### config.mk
export PLATFORM = sky130hd
export DESIGN_NAME = fan_pwm_capture
export DESIGN_NICKNAME = d
export VERILOG_FILES = /design/src/rtl/fan_pwm_capture.sv
export SDC_FILE = /design/constraint.sdc
export NUM_CORES = 1
export LEC_CHECK = 0
export ABC_AREA = 1
export CORE_MARGIN = 2
export CORE_UTILIZATION = 55
export CTS_CLUSTER_DIAMETER = 80
export CTS_CLUSTER_SIZE = 14
export DETAILED_ROUTE_END_ITERATION = 10
export PLACE_DENSITY = 0.79
export SYNTH_ARGS = -nofsm -noshare
export SYNTH_HDL_FRONTEND = slang
export SYNTH_SLANG_ARGS = --single-unit
### constraint.sdc
create_clock -name clk_i -period 2.1 [get_ports clk_i]
set_input_delay 0.42 -clock clk_i [delete_from_list [all_inputs] [get_ports clk_i]]
set_output_delay 0.42 -clock clk_i [all_outputs]
set_load 0.03 [all_outputs]
### src/rtl/fan_pwm_capture.sv
// Measures high time and period of an external fan PWM pin in clk_en_i samples,
// publishing each complete period with a strobe and flagging a stuck pin.
//
// state     | meaning
// WAIT_RISE | no valid period start yet; waiting for a rising edge
// MEASURE   | a period is in progress; each rise closes the previous one
// STUCK     | no edge for TIMEOUT_CYCLES samples; outputs hold until recovery
module fan_pwm_capture #(
    parameter int CNT_BITWIDTH   = 10,
    parameter int TIMEOUT_CYCLES = 1000
) (
    input  logic                    clk_i,
    input  logic                    rstn_i,
    input  logic                    clk_en_i,
    input  logic                    pwm_i,
    output logic [CNT_BITWIDTH-1:0] high_count_o,
    output logic [CNT_BITWIDTH-1:0] period_count_o,
    output logic                    dataVaild_STRB_o,
    output logic                    stuck_o,
    output logic                    stuck_level_o
);

    typedef enum logic [1:0] {
        WAIT_RISE = 2'd0,
        MEASURE   = 2'd1,
        STUCK     = 2'd2
    } state_t;

    localparam logic [CNT_BITWIDTH-1:0] TIMEOUT = CNT_BITWIDTH'(TIMEOUT_CYCLES);
    localparam logic [CNT_BITWIDTH-1:0] CNT_MAX = '1;
    localparam logic [CNT_BITWIDTH-1:0] CNT_ONE = CNT_BITWIDTH'(1);

    state_t                  state_q, state_d;
    logic                    sync1_q, sync2_q, prev_q;
    logic [CNT_BITWIDTH-1:0] cnt_q, cnt_d;
    logic [CNT_BITWIDTH-1:0] high_latch_q, high_latch_d;
    logic [CNT_BITWIDTH-1:0] high_d, period_d;
    logic                    stuck_d, stuck_level_d;
    logic                    strobe;
    logic                    rise, fall, timeout;

    assign rise    = clk_en_i & sync2_q & ~prev_q;
    assign fall    = clk_en_i & ~sync2_q & prev_q;
    assign timeout = clk_en_i & (state_q != STUCK) & (cnt_q == TIMEOUT) & ~rise & ~fall;

    // Strobe is combinational so it can only ever be high on an enabled cycle;
    // the count outputs take their new values on the clock edge ending it.
    assign dataVaild_STRB_o = strobe;

    always_ff @(posedge clk_i or negedge rstn_i) begin
        if (!rstn_i) begin
            sync1_q <= 1'b0;
            sync2_q <= 1'b0;
            prev_q  <= 1'b0;
        end else if (clk_en_i) begin
            sync1_q <= pwm_i;
            sync2_q <= sync1_q;
            prev_q  <= sync2_q;
        end
    end

    always_ff @(posedge clk_i or negedge rstn_i) begin
        if (!rstn_i) begin
            state_q        <= WAIT_RISE;
            cnt_q          <= '0;
            high_latch_q   <= '0;
            high_count_o   <= '0;
            period_count_o <= '0;
            stuck_o        <= 1'b0;
            stuck_level_o  <= 1'b0;
        end else begin
            state_q        <= state_d;
            cnt_q          <= cnt_d;
            high_latch_q   <= high_latch_d;
            high_count_o   <= high_d;
            period_count_o <= period_d;
            stuck_o        <= stuck_d;
            stuck_level_o  <= stuck_level_d;
        end
    end

    always_comb begin
        state_d       = state_q;
        cnt_d         = cnt_q;
        high_latch_d  = high_latch_q;
        high_d        = high_count_o;
        period_d      = period_count_o;
        stuck_d       = stuck_o;
        stuck_level_d = stuck_level_o;
        strobe        = 1'b0;

        if (clk_en_i) begin
            if (rise) begin
                cnt_d = CNT_ONE;
            end else if (cnt_q != CNT_MAX) begin
                cnt_d = cnt_q + CNT_ONE;
            end
        end

        case (state_q)
            WAIT_RISE: begin
                if (rise) begin
                    state_d = MEASURE;
                end
            end
            MEASURE: begin
                if (fall) begin
                    high_latch_d = cnt_q;
                end
                if (rise) begin
                    period_d = cnt_q;
                    high_d   = high_latch_q;
                    stuck_d  = 1'b0;
                    strobe   = 1'b1;
                end
            end
            STUCK: begin
                // First period after recovery is incomplete, so no strobe here.
                if (rise) begin
                    state_d = MEASURE;
                end else if (fall) begin
                    state_d = WAIT_RISE;
                end
            end
            default: begin
                state_d = WAIT_RISE;
            end
        endcase

        if (timeout) begin
            state_d       = STUCK;
            stuck_d       = 1'b1;
            stuck_level_d = sync2_q;
            high_d        = sync2_q ? TIMEOUT : '0;
            period_d      = TIMEOUT;
            strobe        = 1'b1;
        end
    end

endmodule

---- Yosys cells after proc, flatten, opt, wreduce, memory -nomap -nowiden ----
Cells that the tools add are included.
word-level totals
  output and inout bits ................... 23
  register bits ........................... 47
  logic and storage cells ................. 59
  bits in latches ......................... 0
  ROM bits ................................ 0
  input port bits ......................... 4
  memories kept ........................... 0
  memory bits (writable) .................. 0
cells by class
  multipliers ............................. 0
  divide/modulo/power cells ............... 0
  magnitude comparators ................... 0
  reductions and logical operators ........ 8
  add/subtract/negate cells ............... 1
  mux-type cells .......................... 20
  shift-type cells ........................ 0
  equal/unequal tests ..................... 8
  bitwise gates (word level) .............. 12
operators by type and width
  kind                                                                   count
  10-bit two-way mux                                                     9
  10-bit by 1-bit adder with 10-bit output, second input constant        1
  10-bit equality test, second input constant                            1
  10-bit != test, second input constant                                  1
  1-bit AND                                                              8
  2-bit two-way mux                                                      4
  1-bit two-way mux                                                      6
  2-bit one-hot mux with 3 select lines                                  1
  2-bit AND reduction                                                    3
  2-bit nonzero test                                                     3
  2-bit != test, second input constant                                   2
  4-bit != test, second input constant                                   1
  1-bit inverter                                                         4
  3-bit != test, second input constant                                   1
  3-bit AND reduction                                                    1
  2-bit by 1-bit equality test with 1-bit output, second input constant  1
  2-bit equality test, second input constant                             1
  2-bit logical NOT                                                      1

---- Depth between registers and ports, before layout ----
Gate-level depths: netlist of run 1.
  depth after elaboration ................. 7
  gate-level depth with buffers ........... 10
  mapped depth without buffers ............ 9

---- Worst setup path after synthesis of run 1 ----
Ideal clock, no wire load.
  kind .................................... register to output
  start ................................... register cnt_q[0]
  end ..................................... output port dataVaild_STRB_o
  cell stages (with the launch flop) ...... 10
  arrival time ............................ 1470 ps
  path buffers ............................ 1
  slack ................................... 210 ps
  cell sequence ........................... dfrtp_1 > inv_1 > ha_1 > nand2_1 > inv_1 > nand2_1 > nor3_4 > nand3_4 > buf_6 > nand2_1
on the way
  longest elaborated chain between the ends .. 5
RTL lines
  element                  line  text
  start, declared          35    logic [CNT_BITWIDTH-1:0] cnt_q, cnt_d;
  start signal, assigned   73    cnt_q <= cnt_d;
  10-bit equality test     44    assign timeout = clk_en_i & (state_q != STUCK) & (cnt_q == TIMEOUT) & ~rise & ~fall;
  1-bit AND (3 in series)  44
  1-bit two-way mux        130   if (timeout) begin
  end, declared            18    output logic dataVaild_STRB_o,
No other way between the ends.

---- Worst setup path in the final report of run 1 ----
  start ................................... register cnt_q[1]
  end ..................................... output port dataVaild_STRB_o
Same word-level chain as after synthesis.

==> results of run 1 <==
==> final timing paths <==
kind,start,endpoint,slack [ps],cells after the start
hold / removal,rstn_i,high_count_o[6],180,2
min in group clk_i,sync1_q,sync1_q,480,2
setup / recovery,cnt_q[1],dataVaild_STRB_o,30,9
setup reg to reg,cnt_q[1],cnt_q[0],270,10
hold reg to reg,sync1_q,sync1_q,480,2
max in group asynchronous,rstn_i,cnt_q[4],1510,2
==> cells in the final DEF, fill, tap and decap left out, drive strengths merged <==
cell	n
xor2	2
inv	32
nor3	2
nand4	5
nand2	106
o21ai	30
o211ai	5
buf	20
ha	2
nor2	19
nand3	13
nand3b	1
bufinv	2
dfrtp	47
clkdlybuf4s50	23
clkbuf	6
dlygate4sd2	1
==> power groups by stage <==
stage                     registers, mW  logic [mW]  clock network, mW
after detailed placement           1.22       0.802                  0
after global placement             1.21       0.786                  0
after CTS                          1.20       0.831              0.788
after global routing               1.23        1.00              0.832
final                              1.21       0.901              0.777
after floorplan                    1.37       0.352                  0
==> cell families (layout without fill, tap and decap cells) <==
| family | count (synthesis) | count (layout) | synth area share (%) |
|---|---|---|---|
| fa+ha+maj | 2 | 2 | 1.11 |
| buf+inv | 41 | 84 | 8.11 |
| xor+xnor | 2 | 2 | 0.777 |
| compound gates | 35 | 35 | 9.00 |
| simple gates | 146 | 146 | 28.8 |
| flops | 47 | 47 | 52.2 |
==> flip-flops by register name, summed over array words and instances, names as in the netlist <==
signal          count
cnt_q              10
high_count_o       10
high_latch_q       10
period_count_o     10
state_q             2
prev_q              1
stuck_level_o       1
stuck_o             1
sync1_q             1
sync2_q             1
==> metal layers <==
layer,part of all wire (%),track usage (%),vias to the layer above
li1,-,-,939
met1,44,29.8,862
met2,49,34.8,61
met3,4.4,4.93,13
met4,2.2,10.5,0
met5,0,0,-
==> final cells by class <==
cell class / count / area (um^2)
Clock buffer: 6 / 72.6
Sequential cell: 47 / 1180
Tap cell: 50 / 62.6
Inverter: 32 / 120
Fill cell: 309 / 1170
Timing Repair Buffer: 44 / 390
Clock inverter: 2 / 60.1
Multi-Input combinational cell: 185 / 915
==> repair_timing <==
item                                    CTS  global route
endpoints found under the setup margin    1             1
cloned                                    0             0
setup buffers                             2             6
pin swaps                                 0             4
resized for setup                         4             6
==> worst max-delay path: cells and delay by family, from the launching register on <==
family / cells / cell delay, ps
buffers and inverters: 3 / 270
DFF: 1 / 410
and+or+nand+nor: 5 / 530
adders and majority gates: 1 / 140
==> summary.md, run 1 <==
| Metric | Value |
|---|---|
| Fin. max-slew vios | 0 |
| Port Buffer Count | 26 |
| Final core utilization | 70.4% |
| Share of layout cells above drive strength 1 | 16.5% |
| CP max-delay cell | dfrtp_1 |
| Clock Latency Late Sink | 310 ps |
| Gate Count Post-Synth | 273 |
| Final setup violating endpoints | 0 |
| Sequential area share after synthesis | 52.2% |
| Slowest Stage Delay on Critical Path | 410 ps |
| TritonCTS clock tree | yes |
| Initial antenna violation count | 0 |
| Routed Antenna Nets | 0 |
| Setup Skew | 12.8 ps |
| CTS Root Cell | clkbuf_8 |
| Internal power | 1.93 mW |
| Synth top area cells | dfrtp_1 52%, nand2_1 17%, o21ai_0 4.9% |
| WP data arrival | 1650 ps |
| Overflow after GRT | 0 |
| Vias | 1,875 |
| Global-route wire length before repair | 7600 um |
| Max IR drop VDD | 0.669 mV |
| Core area | 3970 um^2 |
| Outcome | finished clean |
| Crit path top cell by count | nand2_2 |
| Power, Total | 2.88 mW |
| Dpl hpwl | 3100 um |
| Cell with the most instances after synthesis | nand2_1 |
| Place WS | -10.2 ps |
| Finished Cell Area | 2800 um^2 |
| Clk sinks | 47 |
| Die Y | 68.0 um |
| CP Max Fanout | 2 |
| Vias in the first global route | 1,647 |
| Mapped Area | 2250 um^2 |
| Finished Layout Cells | 366 |
| Leak | 1.39 nW |
| Fin nets | 321 |
| Top post-synthesis cells by count | 103 x nand2_1, 47 x dfrtp_1, 28 x inv_1, 22 x o21ai_0, 16 x nor2_1 |
| Drt initial violations | 160 |
| Pre-antenna DRT Iters | 4 |
| Synth Warn # | 0 |
| Die ar. | 4630 um^2 |
| Via-to-Cell Ratio | 5.12 |
| Setup CP Type | flip-flop to output pin |
| Netlist cell types | 24 |
| Final hold viol count | 0 |
| RSZ-0062 raised after global routing | true |
| Hold crit path type | primary input to async pin |
| Largest net degree at the start of global routing | 48 |
| Worst-case clock buffer depth | 2 |
| Syn nets | 279 |
| Cts bufs inserted | 5 |
| Post-synthesis register bit count | 47 |
| Flop pwr share | 41.8% |
| Least-Margin Pin Slew | 573 ps |
| Antenna cells | 0 |
| Final worst slack | 31.0 ps |
| Initial Utilization | 56.7% |
| GRT Util Overall | 22.4% |
| DRC errors left | 0 |
| Htree depth | 2 |
| Most used flip-flop cell after synthesis | dfrtp_1 |
| Synth-to-Final Area Change | 24.1% |
| Clock slew seen by the registers of the worst setup and hold paths | 90 ps |
| CP cell instances | inv_2, ha_4, nand2_2, inv_2, nand2_2, nor3_4, nand3_4, nand2_2, buf_6 |
| Post-synth EDFFs | 0 |
| Placed cell count | 350 |
| Routed wire length | 4770 um |
| Routed len/inst | 13.0 um |
| Pwr Density | 1030 nW/um^2 |
| Period utilization | 98.5% |
| Psw | 955 uW |
| Setup TNS | 0 ps |
| Clock power share | 27.0% |
| MaxCap Viol Count | 0 |
| Die X | 68.0 um |
| Placed Area | 2580 um^2 |
| Post-CTS Hold Buffers | 0 |
| Slew HR | 61.8% |
| Cell Rows | 23 |
| Hold slack | 180 ps |
| # IOs | 27 |
| Combinational share of power | 31.2% |
| Post-synth ARST share | 100% |
| WP data required | 1680 ps |
| Synth top area share | 52.2% |
| Routability Congestion | 0.804 |
| Cell accounting for the most synthesized area | dfrtp_1 |
| CP Capture Type | output pin |
| Final Critical Period | 2070 ps |
| Fmax | 483 MHz |
| Sw Share | 33.1% |
| Synth Area per Inst | 8.25 um^2 |
| Startpoint Class | flip-flop |
Power figures use the tool's default switching activity.
==> inputs of run 2 (changes only) <==
CAP_MARGIN = 0   (was not set)
==> results of run 2 <==
Same layout as run 1: the final DEF is identical, and so are final timing and power.
